### config.mk
export PLATFORM = sky130hd
export DESIGN_NAME = axis_pulse_detect
export DESIGN_NICKNAME = d
export VERILOG_FILES = /design/src/rtl/axis_pulse_detect.sv
export SDC_FILE = /design/constraint.sdc
export NUM_CORES = 1
export LEC_CHECK = 0
export ABC_AREA = 0
export BUFFER_PORTS_ARGS = -buffer_cell sky130_fd_sc_hd__buf_4
export CAP_MARGIN = 20
export CORE_MARGIN = 1.5
export CORE_UTILIZATION = 50
export CTS_CLUSTER_SIZE = 12
export DETAILED_ROUTE_END_ITERATION = 8
export HOLD_SLACK_MARGIN = 0.03
export PLACE_DENSITY_LB_ADDON = 0.3
export SLEW_MARGIN = 20
export SYNTH_ARGS = -nofsm -noshare
export SYNTH_HDL_FRONTEND = slang
export SYNTH_SLANG_ARGS = --single-unit
### constraint.sdc
create_clock -name aclk -period 6.4 [get_ports aclk]
set_input_delay 0 -clock aclk [delete_from_list [all_inputs] [get_ports aclk]]
set_output_delay 0 -clock aclk [all_outputs]
set_load 0.01 [all_outputs]
### src/rtl/axis_pulse_detect.sv
// Threshold/hysteresis pulse detector on a 2-sample-per-beat AXI-Stream ADC feed, emitting
// {peak, width, start_ts} records through a small FIFO. Define PULSE_DETECT_PEAK_EN to track peak.
module axis_pulse_detect #(
    parameter int THRESHOLD  = 5000,
    parameter int HYST       = 500,
    parameter int MIN_WIDTH  = 2,
    parameter int FIFO_DEPTH = 2
) (
    input  logic        aclk,
    input  logic        aresetn,
    input  logic [31:0] s_axis_tdata,
    input  logic        s_axis_tvalid,
    output logic        s_axis_tready,
    output logic [63:0] m_axis_tdata,
    output logic        m_axis_tvalid,
    input  logic        m_axis_tready,
    output logic        pulse_active,
    output logic [15:0] drop_cnt
);

    localparam int                 CNT_W     = $clog2(FIFO_DEPTH + 1);
    localparam logic signed [31:0] ENTRY_LVL = 32'(THRESHOLD);
    localparam logic signed [31:0] EXIT_LVL  = 32'(THRESHOLD - HYST);
    localparam logic [15:0]        MIN_W16   = 16'(MIN_WIDTH);

    typedef enum logic [0:0] {
        ST_IDLE = 1'b0,
        ST_HIGH = 1'b1
    } state_t;

    state_t             state_q, state_d;
    logic [31:0]        ts_q, ts_d;
    logic [31:0]        start_ts_q, start_ts_d;
    logic [15:0]        width_q, width_d;
    logic               tready_q;
    logic               pulse_active_q;
    logic [15:0]        drop_cnt_q, drop_cnt_d;
    logic               m_valid_q;
    logic [63:0]        mem_q [FIFO_DEPTH];
    logic [63:0]        mem_d [FIFO_DEPTH];
    logic [CNT_W-1:0]   count_q, count_d;

    logic signed [31:0] lo_ext_s, hi_ext_s;
    logic signed [15:0] beat_max_s;
    logic               above_s, below_s, accept_s;
    logic               push_s, pop_s, full_s, wr_en_s, drop_s;
    logic [CNT_W-1:0]   wr_idx_s;
    logic [15:0]        peak_field_s;
    logic [63:0]        rec_s;

    assign lo_ext_s   = {{16{s_axis_tdata[15]}}, s_axis_tdata[15:0]};
    assign hi_ext_s   = {{16{s_axis_tdata[31]}}, s_axis_tdata[31:16]};
    assign beat_max_s = (hi_ext_s > lo_ext_s) ? s_axis_tdata[31:16] : s_axis_tdata[15:0];
    assign above_s    = (lo_ext_s >= ENTRY_LVL) || (hi_ext_s >= ENTRY_LVL);
    assign below_s    = (lo_ext_s < EXIT_LVL) && (hi_ext_s < EXIT_LVL);
    assign accept_s   = s_axis_tvalid && tready_q;

`ifdef PULSE_DETECT_PEAK_EN
    logic signed [15:0] peak_q, peak_d;

    // Peak register follows the largest sample of every counted beat.
    always_ff @(posedge aclk) begin
        if (!aresetn) begin
            peak_q <= 16'sd0;
        end else begin
            peak_q <= peak_d;
        end
    end

    // Peak next-state: seed on entry, raise on larger counted samples.
    always_comb begin
        peak_d = peak_q;
        if (accept_s && (state_q == ST_IDLE) && above_s) begin
            peak_d = beat_max_s;
        end else if (accept_s && (state_q == ST_HIGH) && !below_s && (beat_max_s > peak_q)) begin
            peak_d = beat_max_s;
        end else begin
            peak_d = peak_q;
        end
    end

    assign peak_field_s = peak_q;
`else
    assign peak_field_s = 16'd0;
`endif

    assign rec_s = {peak_field_s, width_q, start_ts_q};

    // Pulse FSM next-state, timestamp and width accounting.
    always_comb begin
        state_d    = state_q;
        ts_d       = ts_q;
        start_ts_d = start_ts_q;
        width_d    = width_q;
        push_s     = 1'b0;
        if (accept_s) begin
            ts_d = ts_q + 32'd1;
            case (state_q)
                ST_IDLE: begin
                    if (above_s) begin
                        state_d    = ST_HIGH;
                        start_ts_d = ts_q;
                        width_d    = 16'd1;
                    end else begin
                        state_d = ST_IDLE;
                    end
                end
                ST_HIGH: begin
                    if (below_s) begin
                        state_d = ST_IDLE;
                        push_s  = (width_q >= MIN_W16);
                    end else if (width_q != 16'hFFFF) begin
                        width_d = width_q + 16'd1;
                    end else begin
                        width_d = width_q;
                    end
                end
                default: begin
                    state_d = ST_IDLE;
                end
            endcase
        end else begin
            ts_d = ts_q;
        end
    end

    assign full_s   = (count_q == CNT_W'(FIFO_DEPTH));
    assign pop_s    = m_valid_q && m_axis_tready;
    // A full FIFO still takes the push when the head leaves in the same cycle.
    assign wr_en_s  = push_s && (!full_s || pop_s);
    assign drop_s   = push_s && full_s && !pop_s;
    assign wr_idx_s = pop_s ? (count_q - CNT_W'(1)) : count_q;

    // Shift-register FIFO: slot 0 is always the head, so the output is a plain register.
    always_comb begin
        mem_d = mem_q;
        if (pop_s) begin
            for (int i = 0; i < FIFO_DEPTH - 1; i++) begin
                mem_d[i] = mem_q[i+1];
            end
            mem_d[FIFO_DEPTH-1] = 64'd0;
        end else begin
            mem_d = mem_q;
        end
        for (int i = 0; i < FIFO_DEPTH; i++) begin
            if (wr_en_s && (wr_idx_s == CNT_W'(i))) begin
                mem_d[i] = rec_s;
            end else begin
                mem_d[i] = mem_d[i];
            end
        end
        count_d = count_q + CNT_W'(wr_en_s) - CNT_W'(pop_s);
        if (drop_s && (drop_cnt_q != 16'hFFFF)) begin
            drop_cnt_d = drop_cnt_q + 16'd1;
        end else begin
            drop_cnt_d = drop_cnt_q;
        end
    end

    // State, counters and FIFO registers with synchronous active-low reset.
    always_ff @(posedge aclk) begin
        if (!aresetn) begin
            state_q        <= ST_IDLE;
            ts_q           <= 32'd0;
            start_ts_q     <= 32'd0;
            width_q        <= 16'd0;
            tready_q       <= 1'b0;
            pulse_active_q <= 1'b0;
            drop_cnt_q     <= 16'd0;
            m_valid_q      <= 1'b0;
            count_q        <= '0;
            for (int i = 0; i < FIFO_DEPTH; i++) begin
                mem_q[i] <= 64'd0;
            end
        end else begin
            state_q        <= state_d;
            ts_q           <= ts_d;
            start_ts_q     <= start_ts_d;
            width_q        <= width_d;
            tready_q       <= 1'b1;
            pulse_active_q <= (state_d == ST_HIGH);
            drop_cnt_q     <= drop_cnt_d;
            m_valid_q      <= (count_d != '0);
            count_q        <= count_d;
            mem_q          <= mem_d;
        end
    end

    assign s_axis_tready = tready_q;
    assign m_axis_tdata  = mem_q[0];
    assign m_axis_tvalid = m_valid_q;
    assign pulse_active  = pulse_active_q;
    assign drop_cnt      = drop_cnt_q;

endmodule

## After elaboration in Yosys (flattened, before gate mapping)

Index checks and enable logic that the tools add are counted.
Widths: inputs -> output; s select.

- Flip-flop bits (word level): 197
- Output and inout bits: 83

- Add/sub/neg operators: 6
- Magnitude comparators: 5
- Equal/unequal tests: 7
- Mux-type cells: 15
- Bitwise operators: 1
- Reductions and logical operators: 19

Operators with widths:

| operator | number |
|---|---|
| $mux 112 | 1 |
| $mux 48 | 2 |
| $mux 16 | 3 |
| $add 16x1->16 const B | 2 |
| $add 32x1->32 const B | 1 |
| $ge 16x14->1 const B | 2 |
| $lt 16x14->1 const B | 2 |
| $ne 16x16->1 const B | 2 |
| $pmux 16 s2 | 1 |
| $ge 16x2->1 const B | 1 |
| $logic_and 1x1->1 | 9 |
| $mux 1 | 6 |
| $reduce_bool 2->1 | 3 |
| $ne 2x2->1 const B | 2 |
| $reduce_and 4->1 | 1 |
| $reduce_and 3->1 | 1 |
| $add 2x1->2 | 1 |
| $eq 2x1->1 const B | 1 |
| $eq 2x2->1 const B | 1 |
| $logic_not 1->1 | 2 |
| $logic_not 2->1 | 1 |
| $logic_or 1x1->1 | 2 |
| $mux 2 | 1 |
| $ne 2x1->1 const B | 1 |
| other kinds (4) | 4 |

## Depth between registers and ports, before layout

Gate-level depths: netlist (run 1).

- Depth after elaboration: 9
- Depth in mapped cells: 14
- Gate-level depth less buffers: 13

## Worst setup path after synthesis (run 1)

Ideal clock, no wire load.

- Kind: flip-flop to flip-flop
- Start point: register width_q[1]
- End point: register m_valid_q (netlist: m_axis_tvalid)
- Library setup time: 123 ps
- Arrival time: 2423 ps
- Slack: 3854 ps
- Cell stages (with the launch flop): 14
- Buffers on the path: 1
- Clock period less this slack: 2546 ps
- Cell sequence: dfxtp_1 > ha_1 > nor4_1 > and4_4 > nor4_4 > buf_6 > nand3_1 > ha_1 > inv_1 > ha_1 > xnor2_1 > xnor2_1 > and2_1 > or2_2

- Longest elaborated chain between the ends: 8

RTL lines:

| element | RTL line | source |
|---|---|---|
| start, declared | 34 | `logic [15:0] width_q, width_d;` |
| start signal, assigned | 179 | `width_q <= width_d;` |
| $ge 16x2->1 | 111 | `push_s = (width_q >= MIN_W16);` |
| $mux 1 | 109 | `if (below_s) begin` |
| $mux 1 | 98 | `case (state_q)` |
| $mux 1 | 96 | `if (accept_s) begin` |
| $logic_and 1x1->1 | 130 | `assign wr_en_s = push_s && (!full_s \|\| pop_s);` |
| $add 2x1->2 | 152 | `count_d = count_q + CNT_W'(wr_en_s) - CNT_W'(pop_s);` |
| $sub 2x1->2 | 152 |  |
| $reduce_bool 2->1 | 183 | `m_valid_q <= (count_d != '0);` |
| end signal, assigned | 183 |  |
| end, declared | 38 | `logic m_valid_q;` |

Every way passes these cells.
A chain may end at the register's enable or synchronous reset.

## Worst setup path in the final report (run 1)

- Start point: register m_valid_q (netlist: m_axis_tvalid)
- End point: register mem_q (netlist bit m_axis_tdata[39])

- Longest elaborated chain between the ends: 5
- Elaborated cells on any way between the ends: 8

RTL lines:

| element | RTL line | source |
|---|---|---|
| $logic_and 1x1->1 * | 128 | `assign pop_s = m_valid_q && m_axis_tready;` |
| $mux 2 / $logic_or 1x1->1 (equally long branches) | 132, 130 |  |
| $logic_not 2->1 / $logic_and 1x1->1 (equally long branches) | 146, 130 |  |
| $logic_and 1x1->1 | 146 | `if (wr_en_s && (wr_idx_s == CNT_W'(i))) begin` |
| $mux 48 / $reduce_bool 2->1 (equally long branches) | -- |  |
| end signal, assigned | 185 | `mem_q <= mem_d;` |
| end, declared | 39 | `logic [63:0] mem_q [FIFO_DEPTH];` |

Every way passes the cells marked *; elsewhere a longest branch is shown, timed or not.

==> metrics.yaml, run 1 <==
setup_path:
  start_kind: "register"
  path_class: "reg2reg"
  crit_fanout: 86
  required_ns: 6.68
  endpoint_kind: "register"
  reg2reg_slack_ns: 2.84
  worstPathArrival_ns: 3.85
sta:
  finalSetupViolCount: 0
  setup_tns_ns: 0
  drv_slew: 0
  fin_crit_sh_pct: 55.7
  fin_hold_ws_ns: 0.0286
  rsz0062_at_grt: "false"
  hold_viol_final: 0
  relSlewSlack_pct: 30.3
  min_period_ns: 3.56
  fmax_mhz: 281
  tightestPinTransition_ns: 1.05
  skew_ns: 0.0158
global_route:
  grt_pass1_vias: 6472
  gr-total-overflow: 0
  grt_max_degree: 127
  track_usage_pct: 19.3
  grt_pass1_wl_um: 31100
  antenna_found_initial: 0
pwr:
  p_seq_share_pct: 52.4
  intPower_w: 0.00183
  ir_drop_uv: 216
  p_per_area_mw_per_mm2: 233
  p_leak_nw: 3.72
  p_sw_share_pct: 22.3
  p_clk_share_pct: 43.8
  p_switching_w: 0.000524
  combPwrFrac_pct: 3.7
yosys:
  synth_top_area_cell: "dfxtp_1"
  synth_ff_type: "dfxtp_1"
  synthesis.area_mm2: 0.00911
  syn_avg_cell_area_um2: 8.63
  yosysUniqueCellTypes: 54
  ys_warn_count: 0
  synth-edff-count: 0
  synth_cells: 1056
  yosysSeqAreaShare_pct: 43.3
  synth.area.top_cells: "dfxtp_1, o21ai_0, mux2_2, nand2_1, buf_4"
  netlist.area_leader.share_pct: 43.3
  synthArstFlopShare_pct: 0
  ys_ff_latch: 197
floorplanning:
  std_cell_rows: 49
  dieHeight_um: 138
  die_width_um: 138
  start_util_pct: 50.9
  core_mm2: 0.0179
  dieArea_mm2: 0.0190
  boundaryPins: 119
drt:
  dr_total_vias: 7076
  firstDrtPassIters: 5
  wl_per_cell_um: 14.0
  drtAntennaViolNets: 0
  drt-total-wl_um: 18300
  drc: 0
  drtIter0Drc: 401
  post_drt_via_cell_ratio: 5.43
outcome:
  status: "completed"
finish:
  final_util_pct: 56.3
  final_cell_mix: "dfxtp_1, nand2_1, o21ai_0"
  drive_gt1_share_pct: 18.6
  layout.cells.non_filler: 1303
  nets: 1105
  areaGrowthSynthToFinish_pct: 10.6
  fill_cells: 1621
  multiInputGateArea_mm2: 0.00442
  diodes: 0
  seq_area_mm2: 0.00394
  layout_commonest_cell: "dfxtp_1"
placement:
  finalWeightedCongestion: 0.782
  place.detailed.hpwl_um: 11700
  placedCellCount: 1271
  portBuffers: 98
run:
  maxCapViolCount: 0
cts:
  htreeDepth: 4
  cts.sinks: 197
  cts-buffers-inserted: 17
  insertion_delay_ns: 0.44
  path_clk_slew_ns: 0.07
  cts_tree: "built"
  ctsLongestPathBuffers: 2
  clockRootBuffer: "clkbuf_16"
  post-cts-setup-buffer-count: 0
worst_hold_path:
  hold_class: "in2reg"
[what timing repair did]
action	4_1_cts	5_1_grt
hold buffers	1	0
gates resized for setup	0	0
hold endpoints to repair	1	0
[final timing paths]
path                      start               end  depth (start not counted)
setup reg to reg  m_axis_tvalid  m_axis_tdata[39]                          9
hold reg to reg        ts_q[30]    start_ts_q[30]                          2
setup / recovery  m_axis_tvalid  m_axis_tdata[39]                          9
hold / removal          aresetn     s_axis_tready                          1
[cell families after synthesis]
| logic type | share of synthesized area (%) |
|---|---|
| other | 0.0412 |
| flip-flops | 43.3 |
| adder cells (fa/ha/maj) | 0.961 |
| XOR/XNOR | 3.65 |
| multiplexers | 6.04 |
| AND/OR/NAND/NOR | 23.9 |
| AO/OA/AOI/OAI | 13.1 |
| buffers and inverters | 8.98 |
[Yosys cell counts (6+ instances only)]
library cell / number
buf_1: 9
nand2_1: 138
xnor2_1: 23
buf_2: 12
and4_1: 6
xor2_1: 15
nand4_1: 59
or3_1: 20
a21boi_0: 36
nor3_1: 8
mux2_2: 48
and2_1: 40
a21oi_1: 18
and3_1: 12
clkbuf_1: 48
inv_1: 13
buf_4: 64
o21ai_1: 7
o31ai_1: 6
dfxtp_1: 197
nand3_1: 78
nor2_1: 24
o21ai_0: 111
ha_1: 7
[power by group through the flow]
stage	combinational (W)	clock, W	sequential, W
floorplan	0.0000642	0	0.00126
global placement	0.0000865	0	0.00126
detailed placement	0.0000871	0	0.00126
CTS	0.0000881	0.00105	0.00123
global route	0.0000967	0.00110	0.00123
finish	0.0000875	0.00103	0.00123
[per-layer routing]
layer  share of wire [%]  wire (µm)  vias up  global-route usage [%]
li1                    -          -     3640                       -
met1                  49       8970     3297                    26.2
met2                  46       8410      116                    30.7
met3                 3.1        568       23                    3.50
met4                 1.7        314        0                    7.15
met5                   0          0        -                       0
[metrics by stage]
stage          cell area [µm²]  setup slack [ns]  power, W
2_1_floorplan             9170              3.85   0.00132
3_3_place_gp              9500              2.82   0.00135
3_5_place_dp              9500              2.81   0.00135
4_1_cts                  10100              2.79   0.00237
5_1_grt                  10100              2.49   0.00243
6_report                 10100              2.84   0.00235
[state kept, by name, indices dropped and copies added, names as in the netlist]
register,cells
drop_cnt,16
ts_q,32
s_axis_tready,1
m_axis_tvalid,1
start_ts_q,32
width_q,16
pulse_active,1
count_q,2
mem_q,48
m_axis_tdata,48
[area by class of cell]
class | instances | share of cell area (%)
clock buffer | 22 | 4.71
clock inverter | 9 | 0.956
inverter | 14 | 0.521
multi-input combinational | 726 | 43.9
sequential | 197 | 39.1
tap | 229 | 2.84
timing repair buffer | 106 | 7.96
[critical path, stage by stage (launching register included)]
cell     delay (ns)
dfxtp_1        0.33
nand2_4        0.06
buf_4          0.75
inv_2          0.43
or3_1          0.42
o31ai_1        0.11
nand4_4        0.49
buf_4          0.50
nand3_1        0.16
o21ai_0        0.10
No activity file was read; power rests on OpenSTA's default activity.
==> run 2, diff against run 1 <==
--- a/config.mk
+++ b/config.mk
@@ -5,7 +5,7 @@
 export SDC_FILE = /design/constraint.sdc
 export NUM_CORES = 1
 export LEC_CHECK = 0
-export ABC_AREA = 0
+export ABC_AREA = 1
 export BUFFER_PORTS_ARGS = -buffer_cell sky130_fd_sc_hd__buf_4
 export CAP_MARGIN = 20
 export CORE_MARGIN = 1.5
==> constraint.sdc (replaced) <==
create_clock -name aclk -period 3.7 [get_ports aclk]
set_input_delay 0 -clock aclk [delete_from_list [all_inputs] [get_ports aclk]]
set_output_delay 0 -clock aclk [all_outputs]
set_load 0.01 [all_outputs]
==> run 2 against run 1 <==
  * Sequential cell count stayed put
  * Clock skew down 0.0074 ns
  * Clock power increased by 100%
  * Clock-buffer cell count is 5 lower
  * Hold slack gained 0.11 ns
  * Non-clock buffer count is 10 higher
  * Combinational power rose to 5.5 times the previous value
==> metrics.yaml, run 2 <==
floorplanning:
  dieArea_mm2: 0.0217
  die_width_um: 147
  start_util_pct: 51.2
  std_cell_rows: 52
  dieHeight_um: 147
  core_mm2: 0.0203
  boundaryPins: 119
finish:
  drive_gt1_share_pct: 11.0
  fill_cells: 1979
  areaGrowthSynthToFinish_pct: 9.48
  layout_commonest_cell: "nand2_1"
  diodes: 0
  final_cell_area_mm2: 0.0114
  final_cell_mix: "nand2_1, nor2_1, dfxtp_1"
  nets: 1589
yosys:
  synth-edff-count: 0
  synthArstFlopShare_pct: 0
  synth.area.top_cells: "dfxtp_1, nand2_1, nor2_1, nand4_1, a21oi_1"
  yosysSeqAreaShare_pct: 37.9
  yosysUniqueCellTypes: 35
  synth_commonest_cells: "nand2_1, nor2_1, dfxtp_1, inv_1, a21oi_1"
  synth_xor_area_share_pct: 2.36
  synth_top_area_cell: "dfxtp_1"
  synth_cells: 1555
  synth_most_common_cell: "nand2_1"
  synth_ff_type: "dfxtp_1"
  synthMuxAreaShare_pct: 0
  synthAdderAreaFrac_pct: 0.843
  netlist.area_leader.share_pct: 37.9
  synth_compound_area_share_pct: 9.17
  synth_top_family_by_area: "simple AND/OR/NAND/NOR gates"
  synthSimpleGateAreaFrac_pct: 34.0
  ys_ff_latch: 197
  syn_avg_cell_area_um2: 6.68
  ys_warn_count: 0
  synthesis.area_mm2: 0.0104
drt:
  drt-total-wl_um: 24500
  drc: 0
  firstDrtPassIters: 5
  drtAntennaViolNets: 0
  wl_per_cell_um: 13.4
  drtIter0Drc: 801
  dr_total_vias: 9503
  post_drt_via_cell_ratio: 5.20
sta:
  fmax_mhz: 354
  drv_slew: 0
  rsz0062_at_grt: "false"
  tightestPinTransition_ns: 0.906
  fin_crit_sh_pct: 76.3
  min_period_ns: 2.82
  skew_ns: 0.00838
  hold_viol_final: 0
  setup_tns_ns: 0
  relSlewSlack_pct: 39.6
  finalSetupViolCount: 0
setup_path:
  timing.rr.end: "m_axis_tdata[33]"
  r2r.worst_path.cells: 9
  required_ns: 4.01
  r2r_start: "m_axis_tvalid"
  worst-path-buf-inv: 2
  worstPathArrival_ns: 3.13
  critPathSlowestCell: "nand4_2"
  crit_fanout: 48
  cpPeakStageDelay_ns: 0.52
  path_class: "reg2reg"
  endpoint_kind: "register"
  crit_top_cell: "nor2_1"
  path_cells: "nand2_2 -> nand2_2 -> buf_4 -> nand4_2 -> nand2_1 -> buf_4 -> nor2_1 -> nor2_1 -> nor2_1"
  reg2reg_slack_ns: 0.88
  crit_family: "simple AND/OR/NAND/NOR gates"
  start_kind: "register"
  cp.depth: 9
worst_hold_path:
  hold_path_end: "pulse_active"
  worstHoldStart: "s_axis_tdata[31]"
  hold_class: "in2reg"
  hold_path_depth: 6
global_route:
  track_usage_pct: 22.6
  antenna_found_initial: 0
  grt_pass1_vias: 8407
  gr-total-overflow: 0
  grt_max_degree: 91
  grt_pass1_wl_um: 40600
cts:
  clockRootBuffer: "clkbuf_16"
  cts_resized: 0
  cts.sinks: 197
  cts_tree: "built"
  insertion_delay_ns: 0.43
  cts-buffers-inserted: 17
  htreeDepth: 4
  ctsLongestPathBuffers: 2
  path_clk_slew_ns: 0.07
pwr:
  p_per_area_mw_per_mm2: 417
  finalPower_w: 0.00475
  p_leak_nw: 4.24
  ir_drop_uv: 307
outcome:
  status: "completed"
placement:
  portBuffers: 98
  place.detailed.hpwl_um: 15700
  post_dp_cell_area_mm2: 0.0107
  finalWeightedCongestion: 0.915
run:
  maxCapViolCount: 0
run 2: final cells by class:
class / instances / area (µm²) / share of cell area, %
Tap cell: 270 / 338 / 2.97
Inverter: 178 / 671 / 5.89
Timing Repair Buffer: 116 / 876 / 7.70
Clock inverter: 15 / 240 / 2.11
Clock buffer: 17 / 425 / 3.74
Multi-Input combinational cell: 1036 / 4890 / 42.9
Sequential cell: 197 / 3940 / 34.7
run 2: per-layer routing:
layer / part of all wire, % / global-route usage, % / routed length, µm / up-vias
met5: 0 / 0 / 0 / -
met4: 0.84 / 5.05 / 206 / 0
met3: 5.2 / 3.94 / 1270 / 18
met2: 45 / 36.1 / 11000 / 272
met1: 49 / 31.8 / 12000 / 4303
li1: - / - / - / 4910
run 2: metrics by stage:
step / utilization (%) / std cells / worst slack [ns] / hold WS (ns)
final: 56.1 / 1829 / 0.879 / 0.138
after global routing: 56.1 / 1829 / 0.645 / 0.137
after CTS: 56.1 / 1829 / 0.911 / 0.113
after detailed placement: 52.7 / 1795 / 0.935 / 0.403
after global placement: 52.7 / 1795 / 0.986 / 0.406
after floorplan: - / 1570 / 1.45 / 0.0277
run 2: how the worst max path moves through the flow:
stage	startpoint	slack [ns]	endpoint
5_1_grt	m_axis_tvalid	0.65	m_axis_tdata[34]
3_5_place_dp	m_axis_tvalid	0.94	m_axis_tdata[33]
6_report	m_axis_tvalid	0.88	m_axis_tdata[33]
2_1_floorplan	m_axis_tvalid	1.45	m_axis_tvalid
4_1_cts	m_axis_tvalid	0.91	m_axis_tdata[33]
3_3_place_gp	m_axis_tvalid	0.99	m_axis_tdata[4]
run 2: kinds of logic (layout without fill, tap and decap cells):
family	after synthesis	after routing
AO/OA/AOI/OAI	187	187
other	1	16
XOR/XNOR	28	28
adder cells (fa/ha/maj)	7	7
AND/OR/NAND/NOR	798	798
flip-flops	197	197
buffers and inverters	337	326
run 2: where the power goes:
group	internal (W)	switching, W	total (W)
registers	0.00215	0.0000284	0.00217
clock network	0.00122	0.000868	0.00209
logic	0.0000948	0.000390	0.000484
run 2: worst min-delay path: stages:
cell,delay [ns]
buf_4,0.08
inv_1,0.04
nand2_1,0.11
nand3_2,0.14
nand2_1,0.09
a21oi_1,0.05
run 2: timing repair:
item,4_1_cts,5_1_grt
hold buffers,2,0
buffers inserted,0,0
hold endpoints to repair,6,0
